### src/rtl/bitwise_lane_unit_pkg.sv
// Shared definitions for the lane-serial bitwise unit: op codes, FSM states
// and the slice-index width helper.
package bitwise_lane_unit_pkg;

   typedef enum logic [2:0] {
      OP_AND  = 3'd0,
      OP_OR   = 3'd1,
      OP_XOR  = 3'd2,
      OP_NAND = 3'd3,
      OP_NOR  = 3'd4,
      OP_XNOR = 3'd5,
      OP_NOT  = 3'd6,
      OP_PASS = 3'd7
   } op_e;

   typedef enum logic [1:0] {
      S_IDLE = 2'd0,
      S_RUN  = 2'd1,
      S_DONE = 2'd2
   } state_e;

   // A single-slice configuration still needs a one-bit index register.
   function automatic int unsigned idx_width(input int unsigned n);
      return (n > 1) ? $clog2(n) : 1;
   endfunction

endpackage

### src/rtl/bitwise_slice.sv
// Combinational LANE-wide logic op; the unit time-multiplexes one instance
// across all slices of the operands.
module bitwise_slice
   import bitwise_lane_unit_pkg::*;
#(
   parameter int LANE = 4
) (
   input  logic [LANE-1:0] a,
   input  logic [LANE-1:0] b,
   input  logic [2:0]      op,
   output logic [LANE-1:0] y
);

   always_comb begin
      // NOTE: default first so no op value can leave y unassigned (no latch).
      y = '0;
      case (op_e'(op))
         OP_AND:  y = a & b;
         OP_OR:   y = a | b;
         OP_XOR:  y = a ^ b;
         OP_NAND: y = ~(a & b);
         OP_NOR:  y = ~(a | b);
         OP_XNOR: y = ~(a ^ b);
         OP_NOT:  y = ~a;
         OP_PASS: y = a;
         default: y = '0;
      endcase
   end

endmodule

### src/rtl/bitwise_lane_unit.sv
// Multi-cycle bitwise logic unit: captures a request, evaluates LANE bits per
// clock, then holds the result with Hack-style zr/ng flags until consumed.
module bitwise_lane_unit
   import bitwise_lane_unit_pkg::*;
#(
   parameter int WIDTH = 16,
   parameter int LANE  = 4
) (
   input  logic             clk,
   input  logic             reset,
   input  logic             in_valid,
   output logic             in_ready,
   input  logic [WIDTH-1:0] a,
   input  logic [WIDTH-1:0] b,
   input  logic [2:0]       op,
   output logic             out_valid,
   input  logic             out_ready,
   output logic [WIDTH-1:0] out,
   output logic             zr,
   output logic             ng
);

   localparam int          N    = WIDTH / LANE;
   localparam int          IW   = int'(idx_width(N));
   localparam logic [IW-1:0] LAST = IW'(N - 1);

   state_e            state, state_nxt;
   logic [WIDTH-1:0]  a_cap, b_cap;
   logic [2:0]        op_cap;
   logic [IW-1:0]     idx;
   logic              nz_acc;
   logic [LANE-1:0]   slice_y;

   always_ff @(posedge clk) begin
      if (reset) state <= S_IDLE;
      else       state <= state_nxt;
   end

   always_comb begin
      state_nxt = state;
      in_ready  = 1'b0;
      out_valid = 1'b0;
      case (state)
         S_IDLE: begin
            in_ready = ~reset;
            if (in_valid && !reset) state_nxt = S_RUN;
         end
         S_RUN: begin
            if (idx == LAST) state_nxt = S_DONE;
         end
         S_DONE: begin
            out_valid = 1'b1;
            if (out_ready) state_nxt = S_IDLE;
         end
         default: state_nxt = S_IDLE;
      endcase
   end

   // NOTE: capture registers carry no reset; they are always loaded at accept before use.
   always_ff @(posedge clk) begin
      if (in_valid && in_ready) begin
         a_cap  <= a;
         b_cap  <= b;
         op_cap <= op;
      end
   end

   bitwise_slice #(
      .LANE (LANE)
   ) u_slice (
      .a  (a_cap[int'(idx)*LANE +: LANE]),
      .b  (b_cap[int'(idx)*LANE +: LANE]),
      .op (op_cap),
      .y  (slice_y)
   );

   always_ff @(posedge clk) begin
      if (reset) begin
         out    <= '0;
         idx    <= '0;
         nz_acc <= 1'b0;
      end else begin
         case (state)
            S_IDLE: begin
               if (in_valid && in_ready) begin
                  out    <= '0;
                  idx    <= '0;
                  nz_acc <= 1'b0;
               end
            end
            S_RUN: begin
               out[int'(idx)*LANE +: LANE] <= slice_y;
               nz_acc <= nz_acc | (|slice_y);
               idx    <= (idx == LAST) ? '0 : idx + 1'b1;
            end
            default: ;
         endcase
      end
   end

   // Zero flag is only meaningful while a result is presented.
   assign zr = out_valid & ~nz_acc;
   assign ng = out[WIDTH-1];

endmodule

### config.mk
export PLATFORM = sky130hd
export DESIGN_NAME = bitwise_lane_unit
export DESIGN_NICKNAME = d
export VERILOG_FILES = /design/src/rtl/bitwise_lane_unit_pkg.sv /design/src/rtl/bitwise_slice.sv /design/src/rtl/bitwise_lane_unit.sv
export SDC_FILE = /design/constraint.sdc
export NUM_CORES = 1
export LEC_CHECK = 0
export ABC_AREA = 0
export BUFFER_PORTS_ARGS = -buffer_cell sky130_fd_sc_hd__buf_2
export CAP_MARGIN = 30
export CORE_UTILIZATION = 40
export CTS_CLUSTER_DIAMETER = 50
export DETAILED_ROUTE_END_ITERATION = 12
export HOLD_SLACK_MARGIN = 0.06
export PLACE_DENSITY_LB_ADDON = 0.05
export SLEW_MARGIN = 40
export SYNTH_ARGS = -nofsm -noshare
export SYNTH_HDL_FRONTEND = slang
export SYNTH_SLANG_ARGS = --single-unit
### constraint.sdc
create_clock -name clk -period 3.1 [get_ports clk]
set_input_delay 0.31 -clock clk [delete_from_list [all_inputs] [get_ports clk]]
set_output_delay 0.31 -clock clk [all_outputs]
set_load 0.01 [all_outputs]
==> reports/results.tsv <==
stage	metric	value	unit
final_layout	most common cell after layout, fill and taps aside	buf_2	
setup_path	CP Capture Type	register	
clocking	clock buffer count from CTS	5	
clocking	worst skew pair latency	0.31	ns
setup_path	worst endpoint required time	3.32	ns
global_route	gr usage total	0.154	
logic_synthesis	Yosys warning count	0	
setup_path	Cell Chain, Critical Path	mux4_1, inv_1, ha_1, nand2b_1, a21oi_1, a211oi_1, a221o_1, nand4_1, a31o_2	
sta	Max Slew Vio Count	0	
clocking	clk sinks	56	
clocking	H-tree lvl count	2	
final_layout	Filler cells	582	
clocking	# hold bufs at CTS	0	
sta	Final setup viols	0	
logic_synthesis	proportion of synthesized chip area in sequential cells	0.554	
sta	Tcrit/Tclk final	0.925	
pwr	Comb power frac	0.122	
floorplanning	area of the die	0.00697	mm^2
setup_path	Critical Path Slowest Stage Cell	mux4_1	
floorplanning	I/O pins	59	
setup_path	CP peak stage delay	0.69	ns
final_layout	Synth-to-Final Area Change	17.7	%
pwr	LEAKAGE	1.26	nW
detailed_routing	met3 wire length	232	um
clocking	TritonCTS clock tree	yes	
floorplanning	Die H	83.5	um
final_layout	area of the multi-input gates	0.00106	mm^2
detailed_routing	Iteration-0 DRC Markers	89	
pwr	Peak VDD IR	0.229	mV
logic_synthesis	register bit total from synthesis	56	
floorplanning	row count	29	
sta	worst clock skew	0.00771	ns
global_route	vias in the first global route	1807	
floorplanning	core area	0.00639	mm^2
detailed_routing	DRC	0	
run_status	status	completed	
pwr	Cell Pwr Density	487	mW/mm^2
final_layout	Final Util	0.490	
setup_path	CP delay by family, top	compound AO/OA/AOI/OAI gates	
logic_synthesis	Mapped Nets	278	
job	number of max-cap violations	0	
setup_path	CP startpoint kind	register	
logic_synthesis	Async SR Flop Fraction	0	
pwr	Internal	0.00115	W
final_layout	layout cells sized above 1	0.282	
sta	Least-Margin Pin Slew	0.495	ns
place	GP Congestion	0.790	
final_layout	most frequent cells in the layout	58 x buf_2, 35 x edfxtp_1, 21 x dfxtp_1	
clocking	Post-CTS Setup Bufs	0	
logic_synthesis	number of flops mapped to enable cells by yosys	35	
detailed_routing	DR pass1 iterations	4	
sta	Final min period	2.87	ns
detailed_routing	DR WL/cell	14.5	um
clocking	post-cts sizing count	0	
floorplanning	Die X	83.5	um
setup_path	crit path max fanout	9	
detailed_routing	DR vias	1869	
sta	TNS Setup	0	ns
sta	RSZ-0062 raised after global routing	no	
detailed_routing	drt total wl	5230	um
global_route	global-route wire length before repair	8500	um
logic_synthesis	Post-Syn Instances	227	
detailed_routing	max layer used	met4	
setup_path	R2R Setup Slk	0.23	ns
setup_path	Bufs and invs on worst path	1	
place	IO Port Bufs	58	
place	hpwl dp	3880	um
clocking	clock-pin slew on the worst setup and hold paths	0.11	ns
global_route	pin count of the biggest net entering global routing	36	
detailed_routing	DR vias/cell	5.18	
detailed_routing	Post-DRT Antenna Nets	0	
pwr	clock power share	0.325	
clocking	Root Driver	clkbuf_8	
logic_synthesis	Top FF cell, synth	edfxtp_1	
final_layout	Seq. cell area	0.00147	mm^2
sta	Slew Limit Headroom	0.670	
detailed_routing	metal2 WL	2510	um
logic_synthesis	Mapped Area	0.00266	mm^2
global_route	GRT Residual Overflow	0	
floorplanning	Starting Density	0.416	
detailed_routing	WL met1	2440	um
setup_path	Crit path arrival time	3.08	ns
global_route	initial antenna violation count	0	
logic_synthesis	Mean Syn Cell Area	11.7	um^2
pwr	share of total power in sequential cells	0.553	
final_layout	antenna cells	0	
pwr	Sw Ratio	0.242	
hold_path	HP Class	in2reg	
logic_synthesis	post-synth cell types	40	
sta	Hold Fails Final Rpt	0	
clocking	clock buffer depth	2	
pwr	NetSw	0.000369	W
sta	f_max	0.349	GHz
final_layout	fin nets	334	
setup_path	Crit Path Category	reg2reg	
==> cells by family after synthesis <==
| family | count (synthesis) | share of synthesized area |
|---|---|---|
| muxes | 8 | 0.0720 |
| AOI/OAI and AO/OA | 46 | 0.117 |
| DFF | 56 | 0.554 |
| and+or+nand+nor | 74 | 0.151 |
| adders and majority gates | 12 | 0.0565 |
| buffers and inverters | 31 | 0.0499 |
==> state kept, by name, summed over array words and instances, names as in the netlist <==
register	count
a_cap	16
b_cap	16
out	16
op_cap	3
idx	2
state	2
nz_acc	1
==> per-stage QoR <==
| stage | power, W | setup WS (ns) | cells | hold slack (ns) | instance area, um^2 |
|---|---|---|---|---|---|
| 5_1_grt | 0.00159 | 0.0178 | 361 | 0.148 | 3130 |
| 3_3_place_gp | 0.00104 | 0.370 | 353 | 0.441 | 3010 |
| 4_1_cts | 0.00154 | 0.163 | 361 | 0.160 | 3130 |
| 3_5_place_dp | 0.00105 | 0.194 | 353 | 0.446 | 3010 |
| 6_report | 0.00152 | 0.234 | 361 | 0.165 | 3130 |
| 2_1_floorplan | 0.000984 | 0.700 | 227 | 0.382 | 2660 |
==> final timing paths <==
| kind | endpoint | cells after the start | from |
|---|---|---|---|
| worst max-delay path | nz_acc | 9 | idx[0] |
| worst min register to register | out[5] | 2 | out[5] |
| worst min-delay path | b_cap[12] | 1 | b[12] |
| worst max register to register | nz_acc | 9 | idx[0] |
==> Yosys cell counts (7+ instances only) <==
library cell | instances | area share
ha_1 | 12 | 0.056
o22ai_1 | 10 | 0.024
nor3_1 | 7 | 0.013
clkbuf_1 | 7 | 0.0099
nor2_1 | 19 | 0.027
inv_1 | 18 | 0.025
nand2_1 | 8 | 0.011
a21oi_1 | 12 | 0.023
nand2b_1 | 18 | 0.042
dfxtp_1 | 21 | 0.16
edfxtp_1 | 35 | 0.40
==> layout make-up <==
| type | count | area share |
|---|---|---|
| Clock buffer | 5 | 0.0220 |
| Clock inverter | 3 | 0.0152 |
| Inverter | 20 | 0.0240 |
| Multi-Input combinational cell | 140 | 0.340 |
| Sequential cell | 56 | 0.470 |
| Tap cell | 77 | 0.0308 |
| Timing Repair Buffer | 60 | 0.0976 |
==> metal layers <==
metal  up-vias  global-route usage
met1       879               0.200
met4         0              0.0370
met5         -                   0
li1        935                   -
met3         5              0.0346
met2        50               0.264
==> power by group through the flow <==
stage / logic [W] / registers, W / clock network (W)
floorplan: 0.000136 / 0.000847 / 0
detailed placement: 0.000186 / 0.000860 / 0
finish: 0.000186 / 0.000842 / 0.000495
global route: 0.000207 / 0.000846 / 0.000534
global placement: 0.000183 / 0.000860 / 0
CTS: 0.000187 / 0.000843 / 0.000510
No activity file was read; power rests on OpenSTA's default activity.
